### src/rtl/cnn_img_loader.sv
// cnn_img_loader
// Upstream feeder for top_cnn: accepts a serial pixel stream over valid/ready,
// packs one frame into a wide image vector, fires a one-cycle start pulse,
// waits for the inference to finish and registers the prediction.
// Optional build macro: LOADER_TIMEOUT_EN adds an inference watchdog that
// returns 32'hFFFF_FFFF and raises frame_err if top_cnn never answers.
module cnn_img_loader #(
    parameter int PIX_W          = 8,
    parameter int NUM_PIX        = 144,
    parameter int IMG_W          = PIX_W * NUM_PIX,
    parameter int TIMEOUT_CYCLES = 4096
) (
    input  logic             clk,
    input  logic             rst,
    input  logic             s_valid,
    output logic             s_ready,
    input  logic [PIX_W-1:0] s_data,
    input  logic             s_last,
    output logic [IMG_W-1:0] img_out,
    output logic             img_valid,
    input  logic             cnn_ready,
    input  logic [31:0]      cnn_predict,
    output logic [31:0]      result,
    output logic             result_valid,
    output logic             frame_err
);

    localparam int CNT_W = $clog2(NUM_PIX);
    localparam int IDX_W = $clog2(IMG_W);
    localparam logic [CNT_W-1:0] LAST_IDX = CNT_W'(NUM_PIX - 1);

    typedef enum logic [1:0] {
        ST_LOAD = 2'd0,
        ST_FIRE = 2'd1,
        ST_WAIT = 2'd2
    } state_t;

    state_t             state_q, state_d;
    logic [CNT_W-1:0]   pix_cnt_q, pix_cnt_d;
    logic [IMG_W-1:0]   img_q, img_d;
    logic               s_ready_q, s_ready_d;
    logic               img_valid_q, img_valid_d;
    logic [31:0]        result_q, result_d;
    logic               result_valid_q, result_valid_d;
    logic               frame_err_q, frame_err_d;
    logic [IDX_W-1:0]   wr_base;

`ifdef LOADER_TIMEOUT_EN
    localparam int TO_W = $clog2(TIMEOUT_CYCLES + 1);
    localparam logic [TO_W-1:0] TO_LAST = TO_W'(TIMEOUT_CYCLES - 1);
    logic [TO_W-1:0]    to_cnt_q, to_cnt_d;
`endif

    // A watchdog limit below one cycle has no meaning; reject it at elaboration.
    if (TIMEOUT_CYCLES < 1) begin : g_bad_timeout_cfg
        $error("cnn_img_loader: TIMEOUT_CYCLES must be >= 1");
    end

    // Next-state, packing and strobe logic; strobes default low every cycle.
    always_comb begin
        state_d        = state_q;
        pix_cnt_d      = pix_cnt_q;
        img_d          = img_q;
        img_valid_d    = 1'b0;
        result_d       = result_q;
        result_valid_d = 1'b0;
        frame_err_d    = 1'b0;
        wr_base        = IDX_W'(pix_cnt_q) * IDX_W'(PIX_W);
`ifdef LOADER_TIMEOUT_EN
        to_cnt_d       = '0;
`endif
        case (state_q)
            ST_LOAD: begin
                // s_ready_q is only ever high in LOAD, so this is the transfer
                if (s_valid && s_ready_q) begin
                    img_d[wr_base +: PIX_W] = s_data;
                    if (pix_cnt_q == LAST_IDX) begin
                        pix_cnt_d = '0;
                        if (s_last) begin
                            state_d     = ST_FIRE;
                            img_valid_d = 1'b1;
                        end else begin
                            frame_err_d = 1'b1;
                        end
                    end else if (s_last) begin
                        // short frame: restart packing, leave stale pixels in place
                        pix_cnt_d   = '0;
                        frame_err_d = 1'b1;
                    end else begin
                        pix_cnt_d = pix_cnt_q + 1'b1;
                    end
                end
            end
            ST_FIRE: begin
                state_d = ST_WAIT;
            end
            ST_WAIT: begin
                // a ready level already present on entry counts as completion
                if (cnn_ready) begin
                    result_d       = cnn_predict;
                    result_valid_d = 1'b1;
                    pix_cnt_d      = '0;
                    state_d        = ST_LOAD;
                end
`ifdef LOADER_TIMEOUT_EN
                else if (to_cnt_q == TO_LAST) begin
                    result_d       = 32'hFFFF_FFFF;
                    result_valid_d = 1'b1;
                    frame_err_d    = 1'b1;
                    pix_cnt_d      = '0;
                    state_d        = ST_LOAD;
                end else begin
                    to_cnt_d = to_cnt_q + 1'b1;
                end
`endif
            end
            default: begin
                state_d   = ST_LOAD;
                pix_cnt_d = '0;
            end
        endcase
        s_ready_d = (state_d == ST_LOAD);
    end

    // State, image and output registers with asynchronous active-low clear.
    always_ff @(posedge clk or negedge rst) begin
        if (!rst) begin
            state_q        <= ST_LOAD;
            pix_cnt_q      <= '0;
            img_q          <= '0;
            s_ready_q      <= 1'b0;
            img_valid_q    <= 1'b0;
            result_q       <= '0;
            result_valid_q <= 1'b0;
            frame_err_q    <= 1'b0;
        end else begin
            state_q        <= state_d;
            pix_cnt_q      <= pix_cnt_d;
            img_q          <= img_d;
            s_ready_q      <= s_ready_d;
            img_valid_q    <= img_valid_d;
            result_q       <= result_d;
            result_valid_q <= result_valid_d;
            frame_err_q    <= frame_err_d;
        end
    end

`ifdef LOADER_TIMEOUT_EN
    // Watchdog counter: counts WAIT cycles, cleared everywhere else.
    always_ff @(posedge clk or negedge rst) begin
        if (!rst) begin
            to_cnt_q <= '0;
        end else begin
            to_cnt_q <= to_cnt_d;
        end
    end
`endif

    assign s_ready      = s_ready_q;
    assign img_out      = img_q;
    assign img_valid    = img_valid_q;
    assign result       = result_q;
    assign result_valid = result_valid_q;
    assign frame_err    = frame_err_q;

endmodule
### config.mk
export PLATFORM = sky130hd
export DESIGN_NAME = cnn_img_loader
export DESIGN_NICKNAME = d
export VERILOG_FILES = /design/src/rtl/cnn_img_loader.sv
export SDC_FILE = /design/constraint.sdc
export NUM_CORES = 2
export LEC_CHECK = 0
export CAP_MARGIN = 20
export CORE_AREA = 3 3 482 484
export CTS_BUF_LIST = sky130_fd_sc_hd__clkbuf_8
export DETAILED_ROUTE_END_ITERATION = 8
export DIE_AREA = 0 0 485 487
export MAX_ROUTING_LAYER = met4
export PLACE_DENSITY = 0.52
export RECOVER_POWER = 25
export SYNTH_ARGS = -nofsm -noshare
export SYNTH_HDL_FRONTEND = slang
export SYNTH_SLANG_ARGS = --single-unit
### constraint.sdc
create_clock -name clk -period 3.4 [get_ports clk]
set_input_delay 0.68 -clock clk [delete_from_list [all_inputs] [get_ports clk]]
set_output_delay 0.68 -clock clk [all_outputs]
set_load 0.1 [all_outputs]
==> metrics.txt <==
status=complete, but fails checks; violations in the final reports=capacitance limit, slew limit; clock slew at the register clock pins of the worst setup and hold paths=0.06 ns; Syn Inst Count=3,328; Max Transition Viols Final=67; leakage power=about 0.035 µW; placed wire-length estimate=178,000 µm; global route total overflow=0; height of the die=just under 500 µm; CTS Root Cell=sky130_fd_sc_hd__clkbuf_8; CP max-delay cell=sky130_fd_sc_hd__nor3_2; worst clock skew=0.0429 ns; critical path data required time=approximately 4.2 ns; Final Net Count=4,966; global routing usage on met1=between 20% and 30%; post-synthesis cell type count=between 60 and 70; Warnings, synthesis=0; global-route total usage across every layer=19.9%; total clock buffers created by CTS=214; drt first-iter violations=between 1,500 and 2,000; stage delay of the slowest cell on the critical path=0.69 ns; count of endpoints failing hold in the final timing report=0; number of global-route vias before repair=37,689; unrepaired setup endpoints after global routing=yes; maximum capacitance violations=1; Post-synth ARST share=100%; ratio of cells with drive above 1 in the final layout=~58%; area added between synthesis and finish=43.6%; CP Buf/Inv Count=5; Pwr per Cell Area=roughly 530 mW/mm²; Achievable Freq=between 300 and 400 MHz; Post-Place Cells=7,705; Detail Route Antenna Nets=0; Final setup violation count=0; number of synthesized flops with an enable pin=0; Final GP Congestion=0.861; final routed DRC violation total=0; final critical delay including setup and external delays=3.31 ns; Clock Sink Count=~1,200; final cycle utilization of the critical path=97.4%; CP Launch Type=register; Post-Syn Nets=around 3,400; via density per instance=4.37; number of top-level pins=approximately 1,200; fraction of met2 tracks used by global routing=between 30% and 40%; synthesized area per cell=14.6 µm²; floorplan die width=485 µm; Pre-Repair DR Iteration Count=5; total detailed-routing wirelength=between 200,000 and 250,000 µm; post-synthesis instance area=around 0.05 mm²; register bit total from synthesis=1,198; IR drop worst, VDD=372 µV; antenna violations before repair=18; maximum level of the CTS H-tree=4; wire length of the first global-routing pass=321,000 µm; Std-Cell Core Area=around 0.23 mm²; buffers from clock root to sink, at most=3; relative slew slack=-103%; row count=roughly 180; die area=0.236 mm²; critical path start-end classification=reg2reg; clock latency at the later pin of the worst-skew pair=between 0.9 and 1 ns; largest fanout of any net on the critical path=8; Post-Layout Cell Count=a little over 8,000; starting utilization of the core area=around a fifth; global-route met3 utilization=between 5 and 6%; TritonCTS clock tree=done; maximum number of pins on one net before global-route repair=98; sequential element share of the synthesized area=61.6%; element type at the critical path end=register; crit path DAT=4.12 ns; ordered cell list for the critical path=inv_1 > ha_1 > buf_4 > o21bai_1 > a21boi_0 > nor3_2 > buf_4 > buf_4 > nor3_4 > buf_4 > mux2_2; Crit path top cell by count=sky130_fd_sc_hd__buf_4; leading register cell type out of synthesis=sky130_fd_sc_hd__dfrtp_1; classification of the worst-slack hold path=in2reg; gr busiest metal=met2; WL per Instance=between 20 and 30 µm; via count of the routed design=35,364; Total Power=roughly 37,000 µW; number of buffers added on ports=~1,200; Worst Tran Pin Value=roughly 3.0 ns; kind of cell with the highest combined delay on the critical path=buffers and inverters
registers in the layout, indices dropped and copies added (netlist names):
signal        flops
img_out        1152
result           32
pix_cnt_q         8
state_q           2
frame_err         1
img_valid         1
result_valid      1
s_ready           1
metal layers:
| layer | part of all wire, % | wire (µm) |
|---|---|---|
| met5 | 0 | 0 |
| met4 | 2.8 | 6590 |
| met3 | 7.6 | 17800 |
| met2 | 49 | 114000 |
| met1 | 41 | 95200 |
cells by family (layout without fill, tap and decap cells):
family	Yosys count	in the layout	synth area share, %
DFF	1198	1198	61.6
muxes	1129	1129	26.1
and+or+nand+nor	622	622	7.48
buffers and inverters	241	1982	2.13
AOI/OAI and AO/OA	130	130	2.45
adders and majority gates	5	5	0.129
xor gates and xnor gates	3	3	0.0695
other	0	16	0
path summary, 6_finish.rpt:
| kind | from | to | slack, ns | cells past startpoint |
|---|---|---|---|---|
| setup reg to reg | pix_cnt_q[1] | img_out[90] | 0.09 | 11 |
| min in group asynchronous | rst | img_out[198] | 1.16 | 2 |
| max in group asynchronous | rst | img_out[365] | 0.28 | 2 |
| hold / removal | cnn_predict[4] | result[4] | 0.25 | 3 |
| setup / recovery | pix_cnt_q[1] | img_out[90] | 0.09 | 11 |
| hold reg to reg | result[28] | result[28] | 0.47 | 2 |
per-stage QoR:
stage               cell area (µm²)  util (%)  hold slack, ns  setup slack, ns  TNS (ns)
detailed placement            65400      28.7           0.465           -0.111     -1.72
CTS                           69800      30.7           0.108           0.0685         0
floorplan                     48600         -           0.384            0.196         0
global placement              65400      28.7           0.460           -0.155     -2.60
finish                        69900      30.7           0.252           0.0900         0
global route                  69800      30.7           0.146         -0.00592   -0.0160
cell type report:
type	count	area, µm²
fill	23175	158000
sequential	1198	30000
multi-input combinational	1889	17900
timing repair buffer	1585	13700
tap	3009	3760
clock buffer	262	3610
clock inverter	107	800
inverter	28	105
antenna	16	40.0
tightest hold or removal path: cells and delay by family:
| family | cells | cell delay [ns] |
|---|---|---|
| and+or+nand+nor | 2 | 0.09 |
| buffers and inverters | 1 | 0.40 |
cells in the mapped netlist, drive strengths merged, types with 6 or more instances:
cell type | n | share of area [%]
mux2i | 15 | 0.32
mux2 | 1114 | 26
nor4 | 41 | 1.0
nand2 | 154 | 1.2
o41ai | 13 | 0.23
clkbuf | 124 | 0.96
and2 | 18 | 0.23
a211oi | 31 | 0.98
dfrtp | 1198 | 62
nand3 | 27 | 0.30
a21oi | 6 | 0.062
inv | 28 | 0.22
o31ai | 30 | 0.46
nand4 | 6 | 0.11
o21ai | 24 | 0.28
buf | 89 | 0.96
or3 | 17 | 0.23
nor3 | 146 | 2.4
or4 | 14 | 0.22
nor2 | 171 | 1.3
where the power goes:
part / leakage, µW / switching (µW) / internal [µW]
clock: 0.00249 / 6470 / 7580
combinational: 0.0161 / 6090 / 1570
sequential: 0.0166 / 271 / 14700
total: 0.0352 / 12800 / 23900
cell usage in the layout (no fill, tap or decap), types with 40 or more instances in the layout:
cell	count
sky130_fd_sc_hd__dfrtp_1	1198
sky130_fd_sc_hd__inv_1	90
sky130_fd_sc_hd__clkbuf_8	262
sky130_fd_sc_hd__buf_12	105
sky130_fd_sc_hd__nand2_1	150
sky130_fd_sc_hd__nor3_1	85
sky130_fd_sc_hd__mux2_2	1094
sky130_fd_sc_hd__nor3_2	40
sky130_fd_sc_hd__buf_4	1251
sky130_fd_sc_hd__clkdlybuf4s50_1	209
sky130_fd_sc_hd__nor2_1	167
repair_timing:
| action | in CTS | in global routing |
|---|---|---|
| gates resized for setup | 0 | 6 |
| endpoints found under the hold margin | 53 | 0 |
| buffers inserted | 0 | 1 |
| endpoints found under the setup margin | 0 | 96 |
| hold buffers | 1 | 0 |
(Power assumes the default switching activity.)
